`config.mk`:
```
export PLATFORM = sky130hd
export DESIGN_NAME = spw_tx_scheduler
export DESIGN_NICKNAME = d
export VERILOG_FILES = /design/src/rtl/spw_tx_scheduler.sv
export SDC_FILE = /design/constraint.sdc
export NUM_CORES = 1
export LEC_CHECK = 0
export BUFFER_PORTS_ARGS = -buffer_cell sky130_fd_sc_hd__buf_4
export CAP_MARGIN = 40
export CORE_ASPECT_RATIO = 1.5
export CORE_MARGIN = 3
export CORE_UTILIZATION = 45
export DETAILED_ROUTE_END_ITERATION = 12
export PLACE_DENSITY = 0.76
export REMOVE_ABC_BUFFERS = 1
export SYNTH_ARGS = -nofsm -noshare
export SYNTH_HDL_FRONTEND = slang
export SYNTH_SLANG_ARGS = --single-unit
```
`constraint.sdc`:
```
create_clock -name pclk -period 3.62 [get_ports pclk]
set_input_delay 0.362 -clock pclk [delete_from_list [all_inputs] [get_ports pclk]]
set_output_delay 0.362 -clock pclk [all_outputs]
set_load 0.02 [all_outputs]
```
`src/rtl/spw_tx_scheduler.sv`:
```
`timescale 1ns/1ps
`default_nettype none
// +----------------------------------------------------------------------------+
// | Module   : spw_tx_scheduler                                                |
// | Purpose  : SpaceWire TX character scheduler. It picks TIME, FCT, N-char    |
// |            or NULL for the single TX encoder and keeps the TX credit and   |
// |            the RX outstanding-credit counters.                             |
// | Options  : SPW_TX_SCHED_TC_EN enables the time-code path.                  |
// | Revision : 1.0  initial release                                            |
// +----------------------------------------------------------------------------+
module spw_tx_scheduler #(
    parameter int CREDIT_MAX = 56,
    parameter int FIFO_AW    = 6
) (
    input  wire logic               pclk,
    input  wire logic               resetn,
    input  wire logic               enable_tx,
    input  wire logic               send_null_tx,
    input  wire logic               send_fct_tx,
    input  wire logic               link_run,
    input  wire logic               rx_got_fct,
    input  wire logic               rx_got_nchar,
    input  wire logic [FIFO_AW:0]   rx_fifo_free,
    input  wire logic               tc_req,
    input  wire logic [7:0]         tc_data,
    output logic                    tc_ack,
    input  wire logic               data_valid,
    input  wire logic [8:0]         data_in,
    output logic                    data_ready,
    output logic                    tx_char_valid,
    output logic [1:0]              tx_char_type,
    output logic [8:0]              tx_char_data,
    input  wire logic               tx_char_ready,
    output logic [5:0]              tx_credit,
    output logic [5:0]              rx_outstanding,
    output logic                    credit_error
);

    localparam int             c_CW        = 6;
    localparam int             c_EW        = 16;
    localparam logic [c_CW-1:0] c_CREDIT_HI = c_CW'(CREDIT_MAX - 8);
    localparam logic [1:0]     c_TYPE_NULL  = 2'd0;
    localparam logic [1:0]     c_TYPE_FCT   = 2'd1;
    localparam logic [1:0]     c_TYPE_NCHAR = 2'd2;
    localparam logic [1:0]     c_TYPE_TIME  = 2'd3;

    logic              r_slot_valid;
    logic [1:0]        r_slot_type;
    logic [8:0]        r_slot_data;
    logic [c_CW-1:0]   r_tx_credit;
    logic [c_CW-1:0]   r_rx_outstanding;
    logic              r_credit_error;

    logic              w_load;
    logic              w_time_elig;
    logic              w_fct_elig;
    logic              w_nchar_elig;
    logic              w_null_elig;
    logic              w_time_load;
    logic              w_fct_load;
    logic              w_nchar_load;
    logic [c_EW-1:0]   w_free_ext;
    logic [c_EW-1:0]   w_need_ext;
    logic              w_credit_ovf;
    logic              w_credit_add;
    logic              w_rxo_dec;
    logic [c_CW:0]     w_credit_nxt;
    logic [c_CW:0]     w_rxo_nxt;
    logic              w_slot_valid_nxt;
    logic [1:0]        w_slot_type_nxt;
    logic [8:0]        w_slot_data_nxt;

    // A new character may enter the slot when it is empty or being consumed.
    assign w_load = enable_tx && (!r_slot_valid || tx_char_ready);

`ifdef SPW_TX_SCHED_TC_EN
    assign w_time_elig = link_run && tc_req;
`else
    logic w_tc_unused;
    assign w_tc_unused = ^{tc_req, tc_data};
    assign w_time_elig = 1'b0;
`endif

    assign w_free_ext   = c_EW'(rx_fifo_free);
    assign w_need_ext   = c_EW'(r_rx_outstanding) + c_EW'(8);
    assign w_fct_elig   = send_fct_tx && (r_rx_outstanding <= c_CREDIT_HI)
                          && (w_free_ext >= w_need_ext);
    assign w_nchar_elig = link_run && data_valid && (r_tx_credit != '0);
    assign w_null_elig  = send_null_tx;

    assign w_time_load  = w_load && w_time_elig;
    assign w_fct_load   = w_load && !w_time_elig && w_fct_elig;
    assign w_nchar_load = w_load && !w_time_elig && !w_fct_elig && w_nchar_elig;

    assign tc_ack     = w_time_load;
    assign data_ready = w_nchar_load;

    // Credit above CREDIT_MAX-8 cannot absorb another FCT; drop the +8.
    assign w_credit_ovf = rx_got_fct && (r_tx_credit > c_CREDIT_HI);
    assign w_credit_add = rx_got_fct && !w_credit_ovf;
    assign w_credit_nxt = (c_CW+1)'(r_tx_credit)
                          + (w_credit_add ? (c_CW+1)'(8) : '0)
                          - (w_nchar_load ? (c_CW+1)'(1) : '0);

    assign w_rxo_dec = rx_got_nchar && ((r_rx_outstanding != '0) || w_fct_load);
    assign w_rxo_nxt = (c_CW+1)'(r_rx_outstanding)
                       + (w_fct_load ? (c_CW+1)'(8) : '0)
                       - (w_rxo_dec ? (c_CW+1)'(1) : '0);

    always_comb begin
        w_slot_valid_nxt = r_slot_valid;
        w_slot_type_nxt  = r_slot_type;
        w_slot_data_nxt  = r_slot_data;
        if (!enable_tx) begin
            w_slot_valid_nxt = 1'b0;
            w_slot_type_nxt  = c_TYPE_NULL;
            w_slot_data_nxt  = '0;
        end else if (w_load) begin
            w_slot_valid_nxt = 1'b1;
            w_slot_data_nxt  = '0;
            if (w_time_elig) begin
                w_slot_type_nxt = c_TYPE_TIME;
                w_slot_data_nxt = {1'b0, tc_data};
            end else if (w_fct_elig) begin
                w_slot_type_nxt = c_TYPE_FCT;
            end else if (w_nchar_elig) begin
                w_slot_type_nxt = c_TYPE_NCHAR;
                w_slot_data_nxt = data_in;
            end else if (w_null_elig) begin
                w_slot_type_nxt = c_TYPE_NULL;
            end else begin
                w_slot_valid_nxt = 1'b0;
                w_slot_type_nxt  = c_TYPE_NULL;
            end
        end
    end

    always_ff @(posedge pclk or negedge resetn) begin
        if (!resetn) begin
            r_slot_valid     <= 1'b0;
            r_slot_type      <= c_TYPE_NULL;
            r_slot_data      <= '0;
            r_tx_credit      <= '0;
            r_rx_outstanding <= '0;
            r_credit_error   <= 1'b0;
        end else begin
            r_slot_valid <= w_slot_valid_nxt;
            r_slot_type  <= w_slot_type_nxt;
            r_slot_data  <= w_slot_data_nxt;
            if (!enable_tx) begin
                r_tx_credit      <= '0;
                r_rx_outstanding <= '0;
                r_credit_error   <= 1'b0;
            end else begin
                r_tx_credit      <= w_credit_nxt[c_CW-1:0];
                r_rx_outstanding <= w_rxo_nxt[c_CW-1:0];
                r_credit_error   <= w_credit_ovf;
            end
        end
    end

    assign tx_char_valid  = r_slot_valid;
    assign tx_char_type   = r_slot_type;
    assign tx_char_data   = r_slot_data;
    assign tx_credit      = r_tx_credit;
    assign rx_outstanding = r_rx_outstanding;
    assign credit_error   = r_credit_error;

endmodule
`default_nettype wire

```
---- Word-level counts from Yosys, hierarchy flattened ----
Cells that the tools add are included.
storage, ports and cells
  input bits .............................. 35
  logic and storage cells ................. 53
  output and inout port bits .............. 27
  bits in registers ....................... 25
operators by class
  muxes and demuxes ....................... 20
  $lt $le $gt $ge ......................... 3
  reduce and logical (&&, ||, !) cells .... 18
  equality and inequality tests ........... 1
  $add $sub $neg .......................... 5
operators by type and width
  cell                                                    number
  two-way mux 9 bit                                       4
  adder 6 x 4 -> 6 bit                                    2
  two-way mux 6 bit                                       2
  nonzero test 6 bit                                      2
  subtractor 6 x 1 -> 6 bit                               2
  logical AND 1 bit                                       11
  two-way mux 1 bit                                       8
  two-way mux 2 bit                                       4
  two-way mux 4 bit                                       2
  adder 6 x 4 -> 7 bit (second input constant)            1
  greater-or-equal comparator 7 bit                       1
  greater-than comparator 6 bit (second input constant)   1
  <= comparator 6 bit (second input constant)             1
  logical NOT 1 bit                                       3
  logical OR 1 bit                                        2
  inequality test 2 x 1 -> 1 bit (second input constant)  1

---- Depth between registers and ports, before layout ----
  word-level depth ........................ 9
  depth in mapped cells ................... 18
  depth with buffers taken out ............ 17

---- Worst setup path before layout ----
No wires, ideal clock.
  path kind ............................... reg-to-reg
  start point ............................. reg r_rx_outstanding[3] (netlist: rx_outstanding[3])
  end point ............................... reg r_tx_credit[5] (netlist: tx_credit[5])
  path slack .............................. 0.415 ns
  data required time ...................... 3.501 ns
  stages on the path, launching flop included .. 19
  setup time .............................. 0.119 ns
  clock period less this slack ............ 3.205 ns
  data arrival time ....................... 3.086 ns
  path buffers ............................ 1
  cell sequence ........................... dfrtp_1 -> ha_1 -> xnor2_1 -> ha_1 -> a21o_1 -> a21oi_1 -> o21ai_2 -> a21oi_1 -> buf_4 -> ha_1 -> inv_1 -> ha_1 -> inv_1 -> fa_1 -> inv_1 -> a21o_1 -> a21oi_1 -> xor2_1 -> and2_1
between the ends
  word-level cells in the longest chain between the ends .. 9
  elaborated cells between the ends (all ways) .. 11
  classes of those cells .................. add/sub: 2; order compare: 2; mux: 2; reduce/logical: 5
ends and longest elaborated chain
  item                                                                           line    RTL
  start: declaration                                                             51      logic [c_CW-1:0] r_rx_outstanding;
  start signal: assignment                                                       156     r_rx_outstanding <= w_rxo_nxt[c_CW-1:0];
  adder 6 x 4 -> 7 bit / <= comparator 6 bit (equally long branches)             85, 86
  greater-or-equal comparator 7 bit / logical AND 1 bit (equally long branches)  87, 86
  logical AND 1 bit (*)                                                          87      && (w_free_ext >= w_need_ext);
  logical NOT 1 bit (*)                                                          93      assign w_nchar_load = w_load && !w_time_elig && !w_fct_elig && w_nchar_elig;
  logical AND 1 bit (*) (2 in series)                                            93
  via data_ready                                                                 29      output logic data_ready,
  two-way mux 1 bit (*)                                                          103     - (w_nchar_load ? (c_CW+1)'(1) : '0);
  subtractor 6 x 1 -> 6 bit (*)                                                  103
  two-way mux 6 bit (*)                                                          150     if (!enable_tx) begin
  end signal: assignment                                                         155     r_tx_credit <= w_credit_nxt[c_CW-1:0];
  end: declaration                                                               50      logic [c_CW-1:0] r_tx_credit;
The timed path passes the listed nets; every way through them passes the cells marked *.
A chain may end at the register's enable or synchronous reset.

---- Worst setup path after layout ----
  start point ............................. reg r_rx_outstanding[3] (netlist: rx_outstanding[3])
  end point ............................... reg r_rx_outstanding[5] (netlist: rx_outstanding[5])
between the ends
  word-level cells in the longest chain between the ends .. 9
  elaborated cells between the ends (all ways) .. 14
  classes of those cells .................. add/sub: 3; order compare: 2; mux: 3; reduce/logical: 6
ends and longest elaborated chain
  item                                                          line  RTL
  branches (longest 7 deep; another with adder 6 x 4 -> 7 bit)  n/a
  subtractor 6 x 1 -> 6 bit (*)                                 108   - (w_rxo_dec ? (c_CW+1)'(1) : '0);
  two-way mux 6 bit (*)                                         150
Mark *: on every way between the ends.

==> metrics.txt <==
Synth top cells by count=25 x dfrtp_1, 24 x ha_1, 24 x inv_1, 10 x and2_1, 9 x a22o_1; Syn Area/Cell=10.7 um2; final period utilization=0.891; routed wire length=3.38 mm; VDD IR-drop max=0.000410 V; first-pass GRT wire length=5.66 mm; setup bufs post-CTS=0; most frequent cell after synthesis=dfrtp_1; Pint=785 uW; vias=1209; crit-path most repeated cell=ha_1; hold_ws=0.311 ns; pwr dens=640 mW/mm2; share of the synthesized area in the top cell type=0.401; critical path arrival=3.39 ns; Net Sw Frac=0.398; worst hold start=data_in[3]; reg-to-reg slack, setup=0.39 ns; Die H=78.1 um; WL/cell=14.1 um; unique cell type count in the Yosys netlist=28; Critical Path, Cell by Cell=ha_1 -> xnor2_1 -> ha_1 -> o2111ai_1 -> o21ai_2 -> a31oi_1 -> nor2b_1 -> ha_1 -> inv_1 -> ha_1 -> fa_1 -> a21o_1 -> a21oi_1 -> xor2_1 -> and2_1; max-slew violations=0; Worst setup EP type=flop; crit path kind=reg2reg; initial antenna violation count=0; worst reg2reg path startpoint=rx_outstanding[3]; CP required=3.79 ns; Mapped Cells=146; Yosys reg bits=25; f_max=310 MHz; clock network fraction of total power=0.131; die area=0.00422 mm2; # setup viols final=0; Clock Latency Late Sink=0.27 ns; Core ar.=0.00325 mm2; slowest CP cell=dfrtp_1; PortBufs=51; RSZ-0062 raised after global routing=false; Fillers=290; min cycle time layout=3.23 ns; share of post-route cells with drive strength above 1=0.307; area delta synth->final=30.6%; Routed Antenna Nets=0; Multi-input gate area=821 um2; Placer Congestion=0.773; total of max-cap violations=0; HP Class=in2reg; clock sinks=25; Flop pwr share=0.302; register area share after synthesis=0.401; Residual DRC=0; number of global-route vias before repair=1275; io pins=62; max incr delay on CP=0.45 ns; Crit. Startpoint=rx_outstanding[3]; Setup WS post-layout=0.394 ns; Via density=5.06; status=completed; largest net degree at the start of global routing=26; H-tree levels=1; dpl ws=0.378 ns; Initial Util=0.479; clk slew on worst S/H paths=0.09 ns; Post-synth EDFFs=0; diode count=0; Total Nets Final=261; ranking of synthesized cells by area=dfrtp_1 40%, ha_1 19%, inv_1 5.8%; Synth area leader=dfrtp_1; Startpoint Class=flop; GRT Util Overall=0.178; Synthesis Warnings=0; P_leak=0.00109 uW; Synth Flop Type=dfrtp_1; Fin. Hold Viols=0; root buffer cell=clkbuf_8; logic gate share of total power=0.567; critical path fanouts, max=6; Post-synth ARST share=1.00; GR Overflow Total=0; total CTS buffers=3; Iteration-0 DRC Markers=29; Bufs on Longest Clock Path=2; skew final=0.00636 ns; synthesized area=0.00156 mm2; Net Switching=519 uW; FF/Latch Area=626 um2; die width=54.1 um; post-detail-place hpwl=2.73 mm; DRT Pass-1 Iters=4; CTS tree=yes; Site Rows=25
through the flow:
step | instance area, um2 | utilization | power, uW | TNS, ns | instances
global route | 2040 | 0.626 | 1420 | 0 | 239
floorplan | 1540 | - | 913 | -0.106 | 142
detailed placement | 1980 | 0.608 | 1150 | 0 | 234
global placement | 1980 | 0.608 | 1110 | 0 | 234
CTS | 2040 | 0.626 | 1320 | 0 | 239
finish | 2040 | 0.626 | 1300 | 0 | 239
cell type report:
cell class              count  area share
well taps                  40      0.0246
multi-input cells          93       0.403
clock buffers               3      0.0203
flip-flops and latches     25       0.307
repair buffers             53       0.197
clock inverters             1     0.00369
inverters                  24      0.0443
worst paths after layout:
check,endpoint,cells after the start
worst max-delay path,rx_outstanding[5],15
worst min-delay path,tx_char_data[3],2
worst max register to register,rx_outstanding[5],15
worst min register to register,tx_char_type[1],1
max in group asynchronous,tx_credit[2],2
min in group asynchronous,tx_char_data[6],2
worst max-delay path: cells and delay by family (launching register included):
| kind | cells | cell delay, ns |
|---|---|---|
| buffers and inverters | 1 | 0.04 |
| XOR/XNOR | 2 | 0.21 |
| flip-flops | 1 | 0.45 |
| AND/OR/NAND/NOR | 2 | 0.28 |
| adder cells (fa/ha/maj) | 5 | 1.30 |
| AO/OA/AOI/OAI | 5 | 0.83 |
cells in the final DEF, fill, tap and decap left out, types with 2 or more instances in the layout:
cell type / netlist / routed
buf_4: 2 / 52
dfrtp_1: 25 / 25
inv_1: 24 / 24
ha_1: 24 / 24
and2_1: 10 / 10
a22o_1: 9 / 9
nand2_1: 7 / 7
a21oi_1: 7 / 7
a21o_1: 6 / 6
nor2b_1: 6 / 6
xnor2_1: 4 / 4
xor2_1: 3 / 3
clkbuf_8: 0 / 3
nor4_1: 2 / 2
fa_1: 2 / 2
logic make-up after synthesis:
group,after synthesis,synth area share
other,1,0.00241
flip-flops,25,0.401
adder cells (fa/ha/maj),26,0.218
buffers and inverters,28,0.0722
XOR/XNOR,7,0.0393
AND/OR/NAND/NOR,29,0.110
AO/OA/AOI/OAI,30,0.157
flip-flops by register name, summed over array words and instances, names as in the netlist:
| signal | flops |
|---|---|
| tx_char_type | 2 |
| credit_error | 1 |
| tx_char_data | 9 |
| tx_credit | 6 |
| rx_outstanding | 6 |
| tx_char_valid | 1 |
per-layer routing:
layer | routed length, um | up-vias | track usage
met5 | 0 | - | 0
met4 | 18 | 0 | 0.0449
met3 | 165 | 2 | 0.0228
met2 | 1870 | 29 | 0.325
met1 | 1320 | 587 | 0.209
li1 | - | 591 | -
power groups by stage:
stage	clock (uW)	sequential, uW	combinational, uW
after floorplan	0	456	457
after global placement	0	398	708
after detailed placement	0	401	744
after CTS	172	396	750
after global routing	184	405	833
final	170	394	740
timing repair:
| item | CTS | global route |
|---|---|---|
| hold buffers | 1 | 0 |
| hold endpoints to repair | 25 | 0 |
| gates resized for setup | 0 | 0 |
| endpoints found under the setup margin | 0 | 0 |
(Power assumes the default switching activity.)
